==> config.mk <==
export PLATFORM = sky130hd
export DESIGN_NAME = reimu_shot_pool
export DESIGN_NICKNAME = d
export VERILOG_FILES = /design/src/rtl/reimu_shot_pool.sv
export SDC_FILE = /design/constraint.sdc
export NUM_CORES = 1
export LEC_CHECK = 0
export ABC_AREA = 1
export CORE_AREA = 2 2 120 122
export CTS_BUF_LIST = sky130_fd_sc_hd__clkbuf_4
export CTS_CLUSTER_DIAMETER = 200
export DETAILED_ROUTE_END_ITERATION = 7
export DIE_AREA = 0 0 122 124
export HOLD_SLACK_MARGIN = 0.12
export PLACE_DENSITY = 0.57
export SLEW_MARGIN = 40
export SYNTH_ARGS = -nofsm -noshare
export SYNTH_HDL_FRONTEND = slang
export SYNTH_SLANG_ARGS = --single-unit
==> constraint.sdc <==
create_clock -name clk_22 -period 2.5 [get_ports clk_22]
set_input_delay 0.25 -clock clk_22 [delete_from_list [all_inputs] [get_ports clk_22]]
set_output_delay 0.25 -clock clk_22 [all_outputs]
set_load 0.05 [all_outputs]
==> src/rtl/reimu_shot_pool.sv <==
// Player-shot slot pool: spawns at the player on fire (cooldown-limited) and moves shots up SPEED per tick; REIMU_SHOT_SPREAD_EN spawns twin shots.
// Latency: fire->shot_valid and hit->clear take one edge; no backpressure, fire is dropped while cooling down or with no free slot.
module reimu_shot_pool #(
    parameter int NSLOT     = 4,
    parameter int SPEED     = 20,
    parameter int COOLDOWN  = 3,
    parameter int SPREAD_DX = 8
) (
    input  logic                 clk_22,
    input  logic                 rst,
    input  logic                 fire,
    input  logic [9:0]           reimux,
    input  logic [9:0]           reimuy,
    input  logic [NSLOT-1:0]     hit,
    output logic [10*NSLOT-1:0]  shot_x,
    output logic [10*NSLOT-1:0]  shot_y,
    output logic [NSLOT-1:0]     shot_valid,
    output logic                 spawn_pulse
);
    localparam int CW = (COOLDOWN < 1) ? 1 : $clog2(COOLDOWN + 1);
    localparam logic [CW-1:0] CNT_LOAD = CW'(COOLDOWN);
    localparam logic [9:0]    SPEED_V  = 10'(SPEED);

    typedef enum logic {IDLE = 1'b0, FLY = 1'b1} slot_st_t;

    slot_st_t        st_q [NSLOT];
    slot_st_t        st_d [NSLOT];
    logic [9:0]      x_q  [NSLOT];
    logic [9:0]      x_d  [NSLOT];
    logic [9:0]      y_q  [NSLOT];
    logic [9:0]      y_d  [NSLOT];
    logic [CW-1:0]   cnt_q, cnt_d;
    logic            spawn_pulse_q, spawn_pulse_d;

    logic [NSLOT-1:0] lo_sel;
    logic             lo_found;
    logic             spawn;
    logic [9:0]       lo_x;

`ifdef REIMU_SHOT_SPREAD_EN
    logic [NSLOT-1:0] hi_sel;
    logic             hi_found;
    logic [9:0]       hi_x;
    logic [10:0]      hi_sum;

    assign spawn  = fire && (cnt_q == '0) && lo_found && hi_found;
    assign lo_x   = ({1'b0, reimux} < 11'(SPREAD_DX)) ? 10'd0
                                                      : 10'({1'b0, reimux} - 11'(SPREAD_DX));
    assign hi_sum = {1'b0, reimux} + 11'(SPREAD_DX);
    assign hi_x   = hi_sum[10] ? 10'd1023 : hi_sum[9:0];
`else
    localparam int unused_spread_dx = SPREAD_DX;

    assign spawn = fire && (cnt_q == '0) && lo_found;
    assign lo_x  = reimux;
`endif

    // Free-slot search looks only at pre-edge state, so a slot retiring now is not reusable until next edge.
    always_comb begin
        lo_sel   = '0;
        lo_found = 1'b0;
`ifdef REIMU_SHOT_SPREAD_EN
        hi_sel   = '0;
        hi_found = 1'b0;
`endif
        for (int i = 0; i < NSLOT; i++) begin
            if (st_q[i] == IDLE) begin
                if (!lo_found) begin
                    lo_sel[i] = 1'b1;
                    lo_found  = 1'b1;
                end
`ifdef REIMU_SHOT_SPREAD_EN
                else if (!hi_found) begin
                    hi_sel[i] = 1'b1;
                    hi_found  = 1'b1;
                end
`endif
            end
        end
    end

    always_comb begin
        for (int i = 0; i < NSLOT; i++) begin
            st_d[i] = st_q[i];
            x_d[i]  = x_q[i];
            y_d[i]  = y_q[i];
            case (st_q[i])
                FLY: begin
                    if (hit[i] || (y_q[i] < SPEED_V)) begin
                        st_d[i] = IDLE;
                        y_d[i]  = 10'd0;
                    end else begin
                        y_d[i]  = y_q[i] - SPEED_V;
                    end
                end
                default: begin
                    if (spawn && lo_sel[i]) begin
                        st_d[i] = FLY;
                        x_d[i]  = lo_x;
                        y_d[i]  = reimuy;
                    end
`ifdef REIMU_SHOT_SPREAD_EN
                    else if (spawn && hi_sel[i]) begin
                        st_d[i] = FLY;
                        x_d[i]  = hi_x;
                        y_d[i]  = reimuy;
                    end
`endif
                end
            endcase
        end
    end

    always_comb begin
        cnt_d         = cnt_q;
        spawn_pulse_d = spawn;
        if (spawn) begin
            cnt_d = CNT_LOAD;
        end else if (cnt_q != '0) begin
            cnt_d = cnt_q - CW'(1);
        end
    end

    always_ff @(posedge clk_22) begin
        if (rst) begin
            for (int i = 0; i < NSLOT; i++) begin
                st_q[i] <= IDLE;
                x_q[i]  <= 10'd0;
                y_q[i]  <= 10'd0;
            end
            cnt_q         <= '0;
            spawn_pulse_q <= 1'b0;
        end else begin
            for (int i = 0; i < NSLOT; i++) begin
                st_q[i] <= st_d[i];
                x_q[i]  <= x_d[i];
                y_q[i]  <= y_d[i];
            end
            cnt_q         <= cnt_d;
            spawn_pulse_q <= spawn_pulse_d;
        end
    end

    for (genvar g = 0; g < NSLOT; g++) begin : g_out
        assign shot_x[10*g +: 10] = x_q[g];
        assign shot_y[10*g +: 10] = y_q[g];
        assign shot_valid[g]      = (st_q[g] == FLY);
    end

    assign spawn_pulse = spawn_pulse_q;

endmodule

; ---- Yosys cells after proc, flatten, opt, wreduce, memory -nomap -nowiden
; Memory sizes are Yosys's and may differ from the RTL's.
; Cells that the tools add are included.
[totals]
reg_bits = 3
mem_bits_rw = 84
in_bits = 27
out_inout_bits = 85
word_cells = 98
n_memories = 3
[mem_list]
columns = name, depth, width, read_ports, rd_ports_with_merged_regs, write_ports, line_no
row1 = x_q, 4, 10, 4, 0, 4, 28  ; logic [9:0] x_q [NSLOT];
row2 = y_q, 4, 10, 4, 0, 4, 30  ; logic [9:0] y_q [NSLOT];
row3 = st_q, 4, 1, 4, 0, 4, 26  ; slot_st_t st_q [NSLOT];
[op_classes]
addsub = 5
n_lt_le_gt_ge = 4
mux = 59
bitwise = 12
reduce_logical = 13
[op_table]
columns = operator, count
row1 = two-way mux 10 bit, 28
row2 = less-than comparator 10 x 5 -> 1 bit (second input constant), 4
row3 = subtractor 10 x 5 -> 10 bit (second input constant), 4
row4 = two-way mux 1 bit, 29
row5 = bitwise OR 1 bit, 12
row6 = logical AND 1 bit, 6
row7 = logical OR 1 bit, 4
row8 = two-way mux 2 bit, 2
row9 = nonzero test 2 bit, 2
row10 = zero test 2 bit, 1
row11 = subtractor 2 x 1 -> 2 bit (second input constant), 1

; ---- Logic depth before layout (Yosys ltp)
; Gate-level depths: netlist of the first run.
[depth]
depth_word = 9
mapped_depth = 11
mapped_depth_nobuf = 11

; ---- Worst setup path before layout of the first run
; Ideal clock, no wire load.
[synth_path]
path_type = reg2reg
from = mem st_q[0][1] (netlist bit)
to = mem y_q[2][6]
setup_time_ns = 0.118
t_arrival_ns = 1.689
t_required_ns = 2.382
path_slack_ns = 0.693
stages_incl_launch_ff = 10
n_path_buf = 2
period_less_slack_ns = 1.807
path_cell_list = dfxtp_1 buf_4 nand2_1 nor2_2 nand3_2 nand2_1 buf_2 o21ai_0 nor2_1 nor2_1
[synth_lines]
columns = item, line_no
row1 = "start, declared", 26
row2 = "end, declared", 30

==> impl.org, run 1 <==
** Run status
- The flow ran to the end, and the final reports show no timing, DRC or antenna violations.

** Worst setup path
- Master of the slowest instance on the critical path :: sky130_fd_sc_hd__clkdlybuf4s50_1
- Reg2reg setup slack :: 0.67 ns
- Worst reg-to-reg path cell count :: 6
- Type of the setup path with the least slack :: register to primary output
- Family of cells with the greatest summed delay on the critical path :: buffers and inverters
- Longest individual stage delay on the worst path :: 0.88 ns
- In this run the number of cells on the critical path is 1.
- Sequence of cells on the critical path :: clkdlybuf4s50_1
- Worst Path Required :: 2.25 ns
- Buf/Inv on CP :: 1
- Critical Path End Type :: primary output
- Data arrival at the endpoint of the critical path :: 1.91 ns
- Highest net fanout along the worst path :: 11
- The worst setup path is launched from a register.

** Placed design
- Placed Instance Area :: 0.00538 mm^2
- Final weighted congestion in routability-driven placement :: 0.828
- Number of input and output port buffers inserted :: 111
- Detailed placement finished with a half-perimeter wire length of 9.53 mm.

** CTS
- The number of hold buffers added after CTS was 0.
- Number of buffers added by the clock tree synthesis step :: 9
- The clock passes through at most 2 buffers.
- Number of sinks on the clock net :: 87
- Clock H-tree levels :: 3
- The clock reaches the later pin of the worst-skew pair after 0.47 ns.
- PostCTS Resize Cnt :: 0
- Setup Buffers After CTS :: 0
- In this run the clock root is driven by a sky130_fd_sc_hd__clkbuf_4.
- Worst-path clk slew :: 0.15 ns
- TritonCTS built the clock tree.

** Synth
- Dividing the synthesized area by the synthesized cell count gives 6.85 um^2.
- EDFF count, synth :: 0
- Ranking of synthesized cells by instance count :: sky130_fd_sc_hd__nor2_1, sky130_fd_sc_hd__nand2_1, sky130_fd_sc_hd__dfxtp_1
- Among all flip-flop cells after synthesis, the most frequent one is sky130_fd_sc_hd__dfxtp_1.
- Synthesis instantiated 27 different standard cells from the library.
- Sequential cells were found to cover 42.7% of the synthesized design area.
- By instance count, the leading cell after synthesis is sky130_fd_sc_hd__nor2_1.
- During synthesis, Yosys emitted a total of 0 warnings.
- Counting every net in the synthesized netlist gives 627.
- Yosys top cell area share :: 42.7%
- The synthesized design contains 87 register bits.
- Biggest area contributors in the synthesized netlist :: sky130_fd_sc_hd__dfxtp_1, sky130_fd_sc_hd__nor2_1, sky130_fd_sc_hd__o21ai_0
- Summed instance area of the synthesized netlist :: 0.00408 mm^2
- The largest total area in the synthesized netlist belongs to sky130_fd_sc_hd__dfxtp_1.
- In the synthesized netlist the async set-or-reset flop fraction comes to 0%.
- In the synthesized netlist, the number of instances is 595.

** Global routing
- Global-route wire length before repair :: 20.6 mm
- Vias in the first global route :: 3987
- Global route total overflow :: 0
- Total GRT Usage :: 17.7%
- Number of antenna violations at the first check in global routing :: 0
- Largest net degree at the start of global routing :: 51

** Route
- Using the TritonRoute via totals, the vias-per-cell ratio works out to 4.74.
- Number of DRC violations after detailed routing :: 0
- In the final routed layout, each cell accounts on average for 14.6 um.
- First drt pass iteration count :: 6
- The count of nets left with antenna violations once routing finished came out at 0.
- Number of DRC markers after the initial detailed-route iteration :: 303
- Final routed wirelength across all metal layers :: 12.9 mm
- Routed via count :: 4202

** Floorplanning
- Measured along the y axis, the die boundary spans 124 um.
- Placement Rows :: 43
- The die is 122 um wide.
- 112 I/O pins were placed.
- After floorplanning, the core was sized to cover 0.0137 mm^2.
- Initial Utilization :: 29.7%
- Die Footprint :: 0.0151 mm^2

** Pwr
- Across the VDD grid, the largest voltage drop is 500 uV.
- Power per cell area :: 740 mW/mm^2
- Total power :: 4.08 mW
- Summed over all cells, the static leakage comes to 2.26 nW.

** Timing
- Headroom to the max-slew limit came out at 55.6%.
- Worst clock skew on the final layout :: 0.0218 ns
- Setup violations remaining at the end of the flow were counted as 0.
- Time the worst path needs with I/O delays and setup :: 2.16 ns
- For the pin with the worst max-slew slack, the measured transition is 0.659 ns.
- The count of final max-slew check failures was 0.
- The final hold violation count was 0.
- Maximum clock frequency :: 463 MHz
- Dividing the final minimum period by the clock period gives 86.4%.
- Unrepaired setup endpoints after global routing :: no
- Setup total negative slack on the finished layout was measured at 0 ns.

** Worst hold path
- Worst hold-check path type :: input port to register
- Worst hold path cell count :: 3

** Final layout
- The multi-input combinational cells in the finished layout cover a total of 0.00201 mm^2.
- Summing all flip-flop and latch instances after layout gives 0.00174 mm^2.
- Number of nets at the end of the flow :: 734
- Fill cells in the final layout number 1449.
- Diode count :: 0
- Fraction of layout cells with a size suffix above 1 :: 4.96%
- Summing all non-filler instances in the final layout gives an area of 0.00551 mm^2.
- At the end of the flow the core is filled with cells to 40.2%.
- Layout Area Growth over Synthesis :: 35.2%

** Flow run
- Maxcap violations :: 0
worst paths after layout:
check / start / end
worst min-delay path: reimuy[1] / y_q[3][1]
worst max register to register: st_q[0][2] / y_q[2][0]
worst min register to register: x_q[0][26] / x_q[0][26]
worst max-delay path: st_q[0][1] / shot_valid[1]
layout make-up:
cell class / count / share of cell area [%]
Multi-Input combinational cell: 427 / 36.5
Sequential cell: 87 / 31.6
Timing Repair Buffer: 122 / 21.7
Tap cell: 180 / 4.09
Inverter: 55 / 3.75
Clock buffer: 10 / 1.36
Clock inverter: 5 / 1.09
layout by cell type (no fill, tap or decap), drive strengths merged:
master,count
nand2,94
buf,11
ha,5
bufinv,1
clkinv,3
nand3,50
nor2,115
xor2,11
clkinvlp,1
o21bai,3
o21ai,83
dfxtp,87
clkbuf,10
a21oi,53
clkdlybuf4s50,111
inv,55
nand4,3
or2,4
nand3b,1
and2,1
xnor2,4
kinds of logic (layout without fill, tap and decap cells):
family | count (synthesis) | after routing | synth area share [%]
XOR/XNOR | 15 | 15 | 3.22
buffers and inverters | 81 | 192 | 7.95
adder cells (fa/ha/maj) | 5 | 5 | 1.54
AND/OR/NAND/NOR | 268 | 268 | 27.1
flip-flops | 87 | 87 | 42.7
AO/OA/AOI/OAI | 139 | 139 | 17.4
metrics by stage:
| stage | hold slack [ns] | setup slack, ns | instances |
|---|---|---|---|
| after floorplan | 0.385 | 0.693 | 595 |
| after global placement | 0.453 | 0.649 | 871 |
| after detailed placement | 0.456 | 0.605 | 871 |
| after CTS | 0.424 | 0.300 | 886 |
| after global routing | 0.415 | 0.233 | 886 |
| final | 0.452 | 0.341 | 886 |
sequential cells by signal, indices dropped and copies added (netlist names):
name,cells
st_q,4
y_q,40
x_q,40
spawn_pulse,1
cnt_q,2
layer usage:
| layer | GRT usage (%) | up-vias | part of all wire (%) | routed length (um) |
|---|---|---|---|---|
| li1 | - | 2138 | - | - |
| met5 | 0 | - | 0 | 0 |
| met4 | 3.74 | 0 | 0.84 | 109 |
| met3 | 7.05 | 13 | 8.5 | 1090 |
| met2 | 28.6 | 120 | 45 | 5820 |
| met1 | 22.3 | 1931 | 46 | 5890 |
power breakdown:
part           switching, mW  internal [mW]  total (mW)
logic                   1.06          0.521        1.58
clock network          0.500          0.312       0.813
registers              0.144           1.54        1.68
No activity file was read; power rests on OpenSTA's default activity.
==> inputs of run 2 (changes only) <==
Settings changed: ABC_AREA 1 to not set, PLACE_DENSITY 0.57 to 0.58, SLEW_MARGIN 40 to 20.
==> impl.org, run 2 <==
** Run status
- Status :: finished clean

** Floorplanning
- Die Footprint :: 0.0151 mm^2
- Once the floorplan was initialized, standard cells occupied 29.9% of the core.
- Placement Rows :: 43
- The region available for standard cell placement spans 0.0137 mm^2.
- During I/O placement, the number of pins put on the boundary was 112.
- Die Width :: 122 um
- The die is 124 um tall.

** Route
- Number of DRC violations after detailed routing :: 0
- Routed via count :: 4155
- Average routed wire per standard cell :: 17.1 um
- Per-cell via count in the routed design :: 5.18
- First drt pass iteration count :: 5
- The first routing iteration left 293 violations.
- Routed Antenna Nets :: 0
- Wires add up to 13.7 mm.

** Worst setup path
- At the worst endpoint, the arrival time is 2.06 ns.
- Critical Path End Type :: primary output
- Worst Path Required :: 2.25 ns
- Highest net fanout along the worst path :: 12
- The critical path goes through clkdlybuf4s50_1.
- The worst setup path is launched from a register.
- Among all stages on the critical path, the largest delay is contributed by sky130_fd_sc_hd__clkdlybuf4s50_1.
- Together, buffers and inverters on the worst path number 1.
- Type of the setup path with the least slack :: register to primary output
- Grouping stages by cell kind, the critical path spends the most delay in buffers and inverters.
- The largest single stage delay on the critical path is 0.90 ns.

** CTS
- Worst-skew pair later-pin latency :: 0.47 ns
- Worst-path clk slew :: 0.16 ns
- Clock H-tree levels :: 3
- Hold repair after CTS inserted 0 buffers.
- PostCTS Resize Cnt :: 0
- CTS saw 87 sinks.
- TritonCTS built the clock tree.
- CTS Root Cell :: sky130_fd_sc_hd__clkbuf_4
- Setup Buffers After CTS :: 0
- CTS max path bufs :: 2
- Buffers inserted during clock tree synthesis total 9.

** Pwr
- Across the VDD grid, the largest voltage drop is 298 uV.
- Power per cell area :: 665 mW/mm^2
- For this design the static power due to leakage is 1.92 nW.
- Total power :: 3.69 mW

** Timing
- Time the worst path needs with I/O delays and setup :: 2.31 ns
- Setup repair after global routing left no endpoint under its margin.
- Static timing analysis puts the maximum clock frequency at 433 MHz.
- For the final database, setup skew stands at 0.0217 ns.
- In the finished design, the share of the clock period the worst path needs comes to 92.3%.
- The final hold violation count was 0.
- For the pin with the worst max-slew slack, the measured transition is 0.730 ns.
- Total setup violations reported at the end of the flow :: 0
- The worst pin sits at a relative slew slack of 51.1%.
- Setup total negative slack on the finished layout was measured at 0 ns.
- Pins over their slew limit :: 0
- Final worst hold slack :: 0.214 ns

** Synth
- Summed instance area of the synthesized netlist :: 0.00410 mm^2
- The number of nets handed over by synthesis was 538.
- Summing the areas of all compound-gate instances in the mapped netlist gives 24.3% of the synthesized area.
- Basic-gate share of the synthesized area counting and, or, nand and nor cells :: 20.4%
- Post-Synthesis Cells :: 506
- EDFF count, synth :: 0
- The number of different library cells used by synthesis comes to 62.
- Yosys top cell area share :: 42.5%
- Ranking of synthesized cells by instance count :: sky130_fd_sc_hd__dfxtp_1, sky130_fd_sc_hd__nand2_1, sky130_fd_sc_hd__a21oi_1
- Synthesis inferred 87 register bits.
- For this run, the leading register cell type out of synthesis is sky130_fd_sc_hd__dfxtp_1.
- Post-synthesis share of cell area spent on full adders, half adders and majority gates :: 1.53%
- Dominant combinational cell family by area after synthesis :: compound AO/OA/AOI/OAI gates
- Synth async-reset ratio :: 0%
- Share of the synthesized netlist area taken by xor and xnor gates :: 0.214%
- Multiplexer share of the synthesized area :: 5.68%
- By area the synthesized netlist is led by sky130_fd_sc_hd__dfxtp_1, sky130_fd_sc_hd__a21oi_1, sky130_fd_sc_hd__nand2_1.
- Most area-hungry cell type in the Yosys netlist :: sky130_fd_sc_hd__dfxtp_1
- Per-instance average area after synthesis :: 8.10 um^2
- Most frequent cell after synthesis :: sky130_fd_sc_hd__dfxtp_1
- The share of the Yosys chip area taken by registers is 42.5%.
- For this run, the number of Yosys warnings is 0.

** Final layout
- Leaving out fill and tap cells, the most frequent cell in the layout is sky130_fd_sc_hd__clkdlybuf4s50_1.
- Number of nets at the end of the flow :: 649
- Fraction of layout cells with a size suffix above 1 :: 8.68%
- Area of all placed cells without fillers :: 0.00554 mm^2
- For this run, the share of the core covered by cells in the final layout is 40.4%.
- The number of antenna diodes in the final layout is 0.
- # fillers :: 1415
- Commonest cells after routing, fill and taps aside :: sky130_fd_sc_hd__clkdlybuf4s50_1, sky130_fd_sc_hd__dfxtp_1, sky130_fd_sc_hd__nand2_1
- Relative to the synthesized area, the layout overhead comes to 35.3%.
- Top flop regs :: x_q: 40 flops, y_q: 40 flops, st_q: 4 flops

** Flow run
- Maxcap violations :: 0

** Worst hold path
- Worst hold-check path type :: input port to register

** Placed design
- Final weighted congestion in routability-driven placement :: 0.814
- Number of input and output port buffers inserted :: 111
- Placed Instance Area :: 0.00542 mm^2
- Detailed placement ended at an HPWL of 10.1 mm.

** Global routing
- Global-route wire length before repair :: 21.6 mm
- Summed over all layers, the global routing overflow is 0.
- Entering global routing, the biggest net connects 32 pins.
- The number of antenna violations at the first check in global routing came to 0.
- The number of global-route vias before repair is 3949.
- Global routing consumed, over all layers together, 18.6% of the routing resources.
-- run 2: changes by cell type after synthesis, moves of 10 or more --
cell,before,now
sky130_fd_sc_hd__nor2_1,112,40
sky130_fd_sc_hd__nand3_1,49,12
sky130_fd_sc_hd__a21oi_1,53,66
sky130_fd_sc_hd__a31oi_1,0,12
sky130_fd_sc_hd__nor3_1,0,10
sky130_fd_sc_hd__xor2_1,11,1
sky130_fd_sc_hd__o21ai_0,81,37
sky130_fd_sc_hd__mux2i_1,0,21
sky130_fd_sc_hd__inv_1,54,24
sky130_fd_sc_hd__nand2_1,94,73
-- run 2: per-stage QoR --
step,setup slack [ns],cells
2_1_floorplan,0.448,506
3_3_place_gp,0.431,786
3_5_place_dp,0.369,786
4_1_cts,0.172,802
5_1_grt,0.0976,802
6_report,0.192,802
-- run 2: cell families after synthesis --
family / count (synthesis)
AO/OA/AOI/OAI: 162
buffers and inverters: 51
AND/OR/NAND/NOR: 177
adder cells (fa/ha/maj): 5
flip-flops: 87
XOR/XNOR: 1
multiplexers: 23
-- run 2: layout make-up --
cell class              instances  area [um^2]  share of cell area [%]
clock buffers                  10         75.1                    1.35
clock inverters                 6         50.0                   0.903
inverters                      25         93.8                    1.69
multi-input cells             368         2140                    38.6
flip-flops and latches         87         1740                    31.4
well taps                     180          225                    4.06
repair buffers                126         1220                    22.0
-- run 2: worst paths after layout --
kind	slack (ns)	depth (start not counted)	from	endpoint
worst min-delay path	0.21	2	rst	y_q[2][2]
worst max-delay path	0.19	1	st_q[0][2]	shot_valid[2]
worst max register to register	0.32	6	y_q[2][2]	y_q[2][4]
worst min register to register	0.46	2	x_q[0][10]	x_q[0][10]
-- run 2: layer usage --
| metal | track usage [%] | vias to the layer above | part of all wire, % |
|---|---|---|---|
| met1 | 23.8 | 1998 | 45 |
| li1 | - | 2016 | - |
| met2 | 29.3 | 127 | 45 |
| met3 | 6.55 | 14 | 8.7 |
| met4 | 5.96 | 0 | 1.3 |
| met5 | 0 | - | 0 |
-- run 2: where the power goes --
| part | total [mW] | internal (mW) | switching (mW) |
|---|---|---|---|
| Combinational | 1.29 | 0.470 | 0.820 |
| Sequential | 1.62 | 1.50 | 0.116 |
| Clock | 0.776 | 0.230 | 0.546 |
| Total | 3.69 | 2.20 | 1.48 |
==> inputs of run 3 (changes only) <==
Settings changed: GPL_TIMING_DRIVEN set to 0.
==> impl.org, run 3 (synthesis gave the netlist of run 2 again) <==
** Placed design
- At the end of routability-driven placement, the weighted congestion stood at 0.887.
- Port buffering added 110 buffers.
- Summed over all nets, the half-perimeter wirelength after detailed placement is 10.5 mm.

** Final layout
- The largest registers in the layout are x_q: 40 flops, y_q: 40 flops, st_q: 4 flops.
- Fraction of layout cells with a size suffix above 1 :: 7.28%
- The library cells used most frequently in the layout, excluding fill and tap cells, are sky130_fd_sc_hd__clkdlybuf4s50_1, sky130_fd_sc_hd__dfxtp_1, sky130_fd_sc_hd__nand2_1.
- Number of nets at the end of the flow :: 659
- Layout Area Growth over Synthesis :: 36.3%
- Diode count :: 0
- Most frequent standard cell in the layout excluding fill and tap cells :: sky130_fd_sc_hd__clkdlybuf4s50_1

** Pwr
- Sequential cell fraction of total power :: 41.6%
- Clock network fraction of total power :: 24.4%
- Power per cell area :: 694 mW/mm^2
- The worst-case IR drop observed on VDD is 390 uV.
- Of the total power, the share spent switching nets is 38.3%.
- In this run the power spent charging and discharging nets is 1.48 mW.
- Leakage power figure :: 1.92 nW
- The internal power of the cells totals 2.39 mW.
- Per report_power, the combinational group accounts for 34.0% of the total.

** Route
- Before antenna repair, the detailed router went through 5 iterations.
- Average routed wire per standard cell :: 17.5 um
- In this run the remaining antenna-violating nets after routing total 0.
- For this run, design rule violations remaining after detail routing come to 0.
- Detailed routing inserted a total of 4285 vias.
- Number of DRC markers after the initial detailed-route iteration :: 440
- The final layout contains routed wiring with a total length of 14.2 mm.
- Using the TritonRoute via totals, the vias-per-cell ratio works out to 5.28.

** CTS
- At the later pin of the worst-skew pair, clock insertion delay measures 0.49 ns.
- Clock tree from TritonCTS :: built
- CTS max path bufs :: 2
- Worst-path clk slew :: 0.14 ns
- Clock tree synthesis inserted a total of 9 buffers.
- CTS Root Cell :: sky130_fd_sc_hd__clkbuf_4
- Hold-fix buffer count after cts :: 0
- The tree built by TritonCTS fans out to 87 sinks.
- Buffers added to address setup during post-CTS repair amount to 0.
- PostCTS Resize Cnt :: 0
- The H-tree was split into 3 levels.

** Global routing
- Entering global routing, the biggest net connects 15 pins.
- The number of antenna violations at the first check in global routing is 0.
- Global route total overflow :: 0
- Vias in the first global route :: 4033
- The first global-routing pass estimated 21.9 mm of wire.
- Global routing used 19.0% of the available tracks across all layers.

** Floorplanning
- Height of the die :: 124 um
- Placement Rows :: 43
- In this run the standard cell core region covers 0.0137 mm^2.
- I/O pin count :: 112
- Once the floorplan was initialized, standard cells occupied 29.9% of the core.
- Die Width :: 122 um
- Die Footprint :: 0.0151 mm^2

** Timing
- Setup violations remaining at the end of the flow were counted as 0.
- On the final layout, the worst hold slack is 0.210 ns.
- The count of final max-slew check failures came to 0.
- Unrepaired setup endpoints after global routing :: no
- Setup total negative slack on the finished layout was measured at 0 ns.
- The final hold violation count came to 0.
- Final worst path period share :: 86.0%
- At the pin with the least slew margin, the transition time is 0.757 ns.
- Static timing analysis puts the maximum clock frequency at 465 MHz.
- Worst clock skew on the final layout :: 0.0152 ns
- Relative slew margins :: 49.5%
- Subtracting the final worst setup slack from the clock period gives 2.15 ns.

** Run status
- The run finished with clean final reports.

** Worst setup path
- End of the worst register-to-register path :: y_q[2][4]
- Worst r2r src :: y_q[2][2]
- Highest net fanout along the worst path :: 6
- Family of cells with the greatest summed delay on the critical path :: buffers and inverters
- The worst setup path is of the register to primary output kind.
- The number of buffers and inverters on the critical path is 1.
- Critical Path End Type :: primary output
- Sequence of cells on the critical path :: clkdlybuf4s50_1
- Data arrival at the endpoint of the critical path :: 1.90 ns
- For the worst setup path, the data required time is 2.25 ns.
- On the worst path, the slowest cell contributes a delay of 0.87 ns.
- Type of element launching the critical path :: register
- On the critical path, the stage with the largest delay is an instance of sky130_fd_sc_hd__clkdlybuf4s50_1.
- Worst reg-to-reg path cell count :: 7
- Across all register-to-register paths, the minimum setup slack is 0.37 ns.

** Flow run
- The tool flagged a number of max-cap violations equal to 0.

** Worst hold path
- Critical hold path startpoint :: fire
- Worst hold-check path type :: input port to register
- The path with the worst hold slack has its endpoint at y_q[0][7].
- Counting instances, the worst hold path has a depth of 4.
## run 3: cell types whose count changed in the layout (fill, tap and decap cells not counted)
cell | before | now
sky130_fd_sc_hd__clkbuf_1 | 0 | 17
sky130_fd_sc_hd__buf_4 | 15 | 3
sky130_fd_sc_hd__buf_2 | 1 | 5
sky130_fd_sc_hd__inv_6 | 4 | 0
sky130_fd_sc_hd__bufinv_16 | 0 | 2
sky130_fd_sc_hd__buf_6 | 0 | 1
sky130_fd_sc_hd__clkinv_1 | 0 | 1
sky130_fd_sc_hd__clkinv_2 | 0 | 1
sky130_fd_sc_hd__clkinv_4 | 0 | 1
sky130_fd_sc_hd__clkinvlp_4 | 2 | 1
## run 3: cell type report
class                      instances  area [um^2]
buffer                            26          123
clock buffer                      10         75.1
clock inverter                     6         85.1
fill                            1408         8140
inverter                          25         93.8
multi-input combinational        368         2140
sequential                        87         1740
tap                              180          225
timing repair buffer             110         1100
## run 3: power by group through the flow
stage / combinational, mW / sequential, mW / clock, mW
after floorplan: 0.564 / 1.96 / 0
after global placement: 1.30 / 1.64 / 0
after detailed placement: 1.31 / 1.64 / 0
after CTS: 1.32 / 1.61 / 0.958
after global routing: 1.42 / 1.63 / 1.02
final: 1.32 / 1.61 / 0.945
## run 3: per-layer routing
| metal | vias up | global-route usage, % | part of all wire, % |
|---|---|---|---|
| met1 | 2034 | 23.2 | 42 |
| met3 | 14 | 8.42 | 11 |
| li1 | 2045 | - | - |
| met4 | 0 | 4.67 | 1.4 |
| met2 | 192 | 30.6 | 45 |
| met5 | - | 0 | 0 |
## run 3: worst max-delay path by stage
stage	start	to	slack, ns	cells past startpoint
floorplan	y_q[2][2]	y_q[2][4]	0.45	7
global placement	rst	y_q[0][4]	0.47	4
detailed placement	rst	y_q[1][4]	0.45	4
CTS	st_q[0][2]	shot_valid[2]	0.33	1
global route	y_q[2][2]	y_q[2][4]	0.26	7
finish	st_q[0][2]	shot_valid[2]	0.35	1
## run 3: per-stage QoR
step	cell area [um^2]	total power, mW	worst slack (ns)	std cells	utilization, %
global placement	5420	2.94	0.468	796	39.5
CTS	5580	3.89	0.332	812	40.7
floorplan	4100	2.53	0.448	506	-
detailed placement	5420	2.96	0.449	796	39.5
global route	5580	4.07	0.257	812	40.7
finish	5580	3.88	0.349	812	40.7
## run 3: worst reg2reg max path, cell delays in order, from the launching register on
cell and delay, ns:
sky130_fd_sc_hd__dfxtp_1 0.44, sky130_fd_sc_hd__inv_1 0.09, sky130_fd_sc_hd__ha_1 0.22, sky130_fd_sc_hd__nand2b_1 0.14
sky130_fd_sc_hd__clkbuf_1 0.21, sky130_fd_sc_hd__a31oi_1 0.56, sky130_fd_sc_hd__nand2_1 0.11, sky130_fd_sc_hd__a221oi_1 0.29
